[src/rtl/bram_sorter.sv]
// In-place bubble sorter driving a single-port, one-cycle-latency BRAM; early exit on a swap-free pass.
// Optional macro SORT_SIGNED_EN selects a two's-complement compare instead of unsigned.
module bram_sorter #(
    parameter int DATA_WIDTH = 32,
    parameter int ADDR_WIDTH = 10,
    parameter int LEN        = 1024
) (
    input  logic                  clk,
    input  logic                  rst,
    input  logic                  start,
    output logic [ADDR_WIDTH-1:0] mem_addr,
    output logic [DATA_WIDTH-1:0] mem_din,
    output logic                  mem_we,
    input  logic [DATA_WIDTH-1:0] mem_dout,
    output logic                  busy,
    output logic                  done,
    output logic [31:0]           cycles,
    output logic [31:0]           swaps
);

    typedef enum logic [2:0] {IDLE, RDA, RDB, CMP, WRA, WRB, NEXT} state_t;

    localparam bit          SHORT    = (LEN < 2);
    localparam int unsigned LIM_INIT = SHORT ? 0 : LEN - 1;
    localparam logic [ADDR_WIDTH:0] LIM_RST = (ADDR_WIDTH+1)'(LIM_INIT);
    localparam logic [ADDR_WIDTH:0] ONE     = (ADDR_WIDTH+1)'(1);

    state_t                  state, state_nx;
    logic [ADDR_WIDTH-1:0]   i;
    logic [ADDR_WIDTH:0]     lim;
    logic [ADDR_WIDTH:0]     i_inc;
    logic [DATA_WIDTH-1:0]   a, b;
    logic                    swapped;
    logic                    greater;
    logic                    last_pair;

    assign i_inc     = {1'b0, i} + ONE;
    assign last_pair = (i_inc == lim);
    assign busy      = (state != IDLE);

    // The decision in CMP uses the word arriving from the BRAM this cycle; b only latches it.
`ifdef SORT_SIGNED_EN
    assign greater = ($signed(a) > $signed(mem_dout));
`else
    assign greater = (a > mem_dout);
`endif

    always_ff @(posedge clk or posedge rst) begin
        if (rst) state <= IDLE;
        else     state <= state_nx;
    end

    // NOTE: every output gets a default before the case so no path leaves one unassigned (no latches).
    always_comb begin
        state_nx = state;
        mem_addr = '0;
        mem_din  = '0;
        mem_we   = 1'b0;
        case (state)
            IDLE: if (start && !SHORT) state_nx = RDA;
            RDA: begin
                mem_addr = i;
                state_nx = RDB;
            end
            RDB: begin
                mem_addr = i_inc[ADDR_WIDTH-1:0];
                state_nx = CMP;
            end
            CMP: state_nx = greater ? WRA : NEXT;
            WRA: begin
                mem_addr = i;
                mem_din  = b;
                mem_we   = 1'b1;
                state_nx = WRB;
            end
            WRB: begin
                mem_addr = i_inc[ADDR_WIDTH-1:0];
                mem_din  = a;
                mem_we   = 1'b1;
                state_nx = NEXT;
            end
            NEXT: begin
                if (last_pair && (!swapped || lim == ONE)) state_nx = IDLE;
                else                                      state_nx = RDA;
            end
            default: state_nx = IDLE;
        endcase
    end

    // NOTE: sequential state uses non-blocking assignments so all registers update from pre-edge values.
    always_ff @(posedge clk or posedge rst) begin
        if (rst) begin
            i       <= '0;
            lim     <= '0;
            a       <= '0;
            b       <= '0;
            swapped <= 1'b0;
            done    <= 1'b0;
            cycles  <= '0;
            swaps   <= '0;
        end else begin
            if (state != IDLE && cycles != '1) cycles <= cycles + 32'd1;
            case (state)
                IDLE: if (start) begin
                    done    <= SHORT;
                    cycles  <= '0;
                    swaps   <= '0;
                    i       <= '0;
                    lim     <= LIM_RST;
                    swapped <= 1'b0;
                end
                RDB: a <= mem_dout;
                CMP: b <= mem_dout;
                WRB: begin
                    swapped <= 1'b1;
                    if (swaps != '1) swaps <= swaps + 32'd1;
                end
                NEXT: begin
                    if (!last_pair) begin
                        i <= i_inc[ADDR_WIDTH-1:0];
                    end else if (!swapped || lim == ONE) begin
                        done <= 1'b1;
                    end else begin
                        lim     <= lim - ONE;
                        i       <= '0;
                        swapped <= 1'b0;
                    end
                end
                default: ;
            endcase
        end
    end

endmodule
[config.mk]
export PLATFORM = sky130hd
export DESIGN_NAME = bram_sorter
export DESIGN_NICKNAME = d
export VERILOG_FILES = /design/src/rtl/bram_sorter.sv
export SDC_FILE = /design/constraint.sdc
export NUM_CORES = 1
export LEC_CHECK = 0
export BUFFER_PORTS_ARGS = -buffer_cell sky130_fd_sc_hd__buf_2
export CAP_MARGIN = 20
export CORE_ASPECT_RATIO = 0.7
export CORE_UTILIZATION = 58
export CTS_CLUSTER_SIZE = 12
export DETAILED_ROUTE_END_ITERATION = 6
export PLACE_DENSITY = 0.83
export SLEW_MARGIN = 0
export SYNTH_ARGS = -nofsm -noshare
export SYNTH_HDL_FRONTEND = slang
export SYNTH_SLANG_ARGS = --single-unit
[constraint.sdc]
create_clock -name clk -period 6.1 [get_ports clk]
set_input_delay 0.915 -clock clk [delete_from_list [all_inputs] [get_ports clk]]
set_output_delay 0.915 -clock clk [all_outputs]
set_load 0.05 [all_outputs]
==> impl_metrics.env <==
export IMPL_p_per_area_nw_per_um2=463
export IMPL_synth_area_sq_um=9030
export IMPL_clk_pin_slew_ns=0.06
export IMPL_synthCells=1029
export IMPL_avgSynthCellArea_sq_um=8.78
export IMPL_critPathLaunchType="flip-flop"
export IMPL_slew_headroom_pct=31.6
export IMPL_pin_count=144
export IMPL_synth_area_leader_cell="dfrtp_1"
export IMPL_gp_congestion=0.902
export IMPL_cts_hold_buf=0
export IMPL_final_layout_size_suffix_gt1_share_pct=17.6
export IMPL_crit_chain="nor2b_1, nand2_2, nand2_1, a21oi_1, a21oi_1, buf_2"
export IMPL_htree_levels=4
export IMPL_drc=0
export IMPL_slowest_stage="dfrtp_1"
export IMPL_synth_top_area_share_pct=42.7
export IMPL_overflow=0
export IMPL_die_area_sq_um=16100
export IMPL_clockBufferDepth=2
export IMPL_min_period_ns=3.94
export IMPL_crit_arrival_ns=3.03
export IMPL_routed_wirelength_um=22500
export IMPL_grt_pass1_wl_um=36800
export IMPL_clock_skew_ns=0.00702
export IMPL_hold_viol=0
export IMPL_min_period_over_period_pct=64.6
export IMPL_status="finished clean"
export IMPL_critPathTopFamily="simple AND/OR/NAND/NOR gates"
export IMPL_cts_tree="done"
export IMPL_slowest_delay_ns=0.66
export IMPL_first_pass_iters=5
export IMPL_maxCapViolCount=0
export IMPL_seq_area_frac_synth_pct=42.7
export IMPL_clkLatencyLatePin_ns=0.43
export IMPL_cp_max_fo=64
export IMPL_crit_required_ns=5.18
export IMPL_postCtsSetupBuffers=0
export IMPL_start_util_pct=60.4
export IMPL_wl_per_cell_um=16.6
export IMPL_path_class="flip-flop to primary output"
export IMPL_synth_seq_cells=154
export IMPL_fin_tns_setup_ns=0
export IMPL_vias_per_cell=5.91
export IMPL_crit_top_cell="a21oi_1"
export IMPL_ir_worst_vdd_mv=0.351
export IMPL_clock_fmax_mhz=254
export IMPL_antenna_cells=0
export IMPL_drtIter0Drc=631
export IMPL_ys_flop_type="dfrtp_1"
export IMPL_fin_util_pct=70.0
export IMPL_async_flop_share_pct=100
export IMPL_hold_class="flip-flop to flip-flop"
export IMPL_track_usage_pct=29.2
export IMPL_tightest_slew_ns=1.02
export IMPL_crit_path_end_kind="primary output"
export IMPL_grt_setup_unrepaired="false"
export IMPL_cts_sinks=154
export IMPL_grt_antenna_before_repair=0
export IMPL_ys_types=65
export IMPL_slew_viol_final=0
export IMPL_grt_pass1_vias=7306
export IMPL_cts_root_buf="clkbuf_16"
export IMPL_synth_nets=1101
export IMPL_worst_path_buf_inv=1
export IMPL_ctsResizeCount=0
export IMPL_numCtsBuffers=17
export IMPL_vias=7986
export IMPL_yosysWarnings=0
export IMPL_dp_hpwl_um=15400
export IMPL_io_buffers=143
export IMPL_setup_violations=0
export IMPL_grt_max_degree=96
export IMPL_synth_edf_count=0
export IMPL_die_width_um=151
export IMPL_fin_nets=1215
export IMPL_syn_to_final_growth_pct=15.9
export IMPL_leakagePower_nw=5.04
export IMPL_rows=37
export IMPL_fp_coreArea_sq_um=15000
export IMPL_die_h_um=106
export IMPL_synth_area_top_cells="dfrtp_1, ha_1, nor2_1, nand2_1, o21ai_0"
export IMPL_antenna_left=0
-- path summary, 6_finish.rpt --
kind / start / end / slack (ns) / depth (start not counted)
min: b[8] / b[8] / 0.48 / 2
min in group asynchronous: rst / i[7] / 0.67 / 2
max: state[2] / mem_addr[8] / 2.16 / 6
max in group asynchronous: rst / swaps[18] / 4.15 / 3
min reg2reg: b[8] / b[8] / 0.48 / 2
max reg2reg: i[0] / lim[7] / 2.60 / 9
-- registers in the layout, summed over array words and instances (netlist names) --
register / count
cycles: 32
done: 1
swaps: 32
state: 3
lim: 11
i: 10
swapped: 1
b: 32
a: 32
-- routing by layer --
layer  wire (um)  vias to the layer above  GRT usage [%]
li1            -                     3813              -
met4         336                        0           8.93
met1       10700                     3804           44.7
met5           0                        -              0
met3        1650                       34           5.54
met2        9790                      335           41.6
-- metrics by stage --
stage	cells	worst slack, ns	instance area, sq um	hold WS (ns)	total power, W
after floorplan	1029	1.04	9030	0.449	0.00317
after global placement	1318	2.73	9820	0.460	0.00358
after detailed placement	1318	2.61	9820	0.470	0.00366
after CTS	1350	2.15	10400	0.484	0.00483
after global routing	1351	1.89	10500	0.501	0.00514
final	1351	2.16	10500	0.480	0.00485
-- logic make-up (layout without fill, tap and decap cells) --
group / count (synthesis) / in the layout / share of synthesized area [%]
adders and majority gates: 37 / 37 / 5.12
AOI/OAI and AO/OA: 194 / 194 / 12.7
and+or+nand+nor: 432 / 432 / 23.9
muxes: 38 / 38 / 4.24
xor gates and xnor gates: 68 / 68 / 6.59
DFF: 154 / 154 / 42.7
buffers and inverters: 106 / 233 / 4.74
-- Yosys cell counts, drive strengths merged (29+ instances only) --
master,number
dfrtp,154
nand2,119
nor2,119
o21ai,93
inv,52
xnor2,38
ha,37
nand3,37
a21oi,36
mux2i,36
clkbuf,34
nand4,31
xor2,30
nor3,29
-- final cells by class --
class                           count  area [sq um]
Tap cell                          195           244
Inverter                           52           200
Clock inverter                     12           186
Timing Repair Buffer              149           773
Fill cell                        1154          4480
Clock buffer                       20           447
Multi-Input combinational cell    769          4760
Sequential cell                   154          3850
-- tightest hold or removal path, cell delays in order (launching register included) --
cell and delay, ns:
dfrtp_1 0.34, nand2_1 0.05, o21ai_0 0.06
-- report_power, final --
part | switching (W) | internal [W]
clock | 0.000443 | 0.000703
combinational | 0.00136 | 0.000626
sequential | 0.000383 | 0.00134
-- layout by cell type (no fill, tap or decap), drive strengths merged, types with 7 or more instances in the layout --
cell type | synthesis | layout
mux2i | 36 | 36
or2 | 7 | 7
xor2 | 30 | 30
nor2b | 11 | 11
nor4 | 14 | 14
xnor2 | 38 | 38
nand3 | 37 | 37
clkbuf | 34 | 20
dfrtp | 154 | 154
o22ai | 8 | 8
nor2 | 119 | 119
or3 | 18 | 18
nand4 | 31 | 31
a211oi | 7 | 7
o21ai | 93 | 93
nand2 | 119 | 119
ha | 37 | 37
a21oi | 36 | 36
and4 | 14 | 14
nor3 | 29 | 29
inv | 52 | 56
a21o | 8 | 8
buf | 20 | 149
Note: power is estimated with default switching activity, not from simulation.
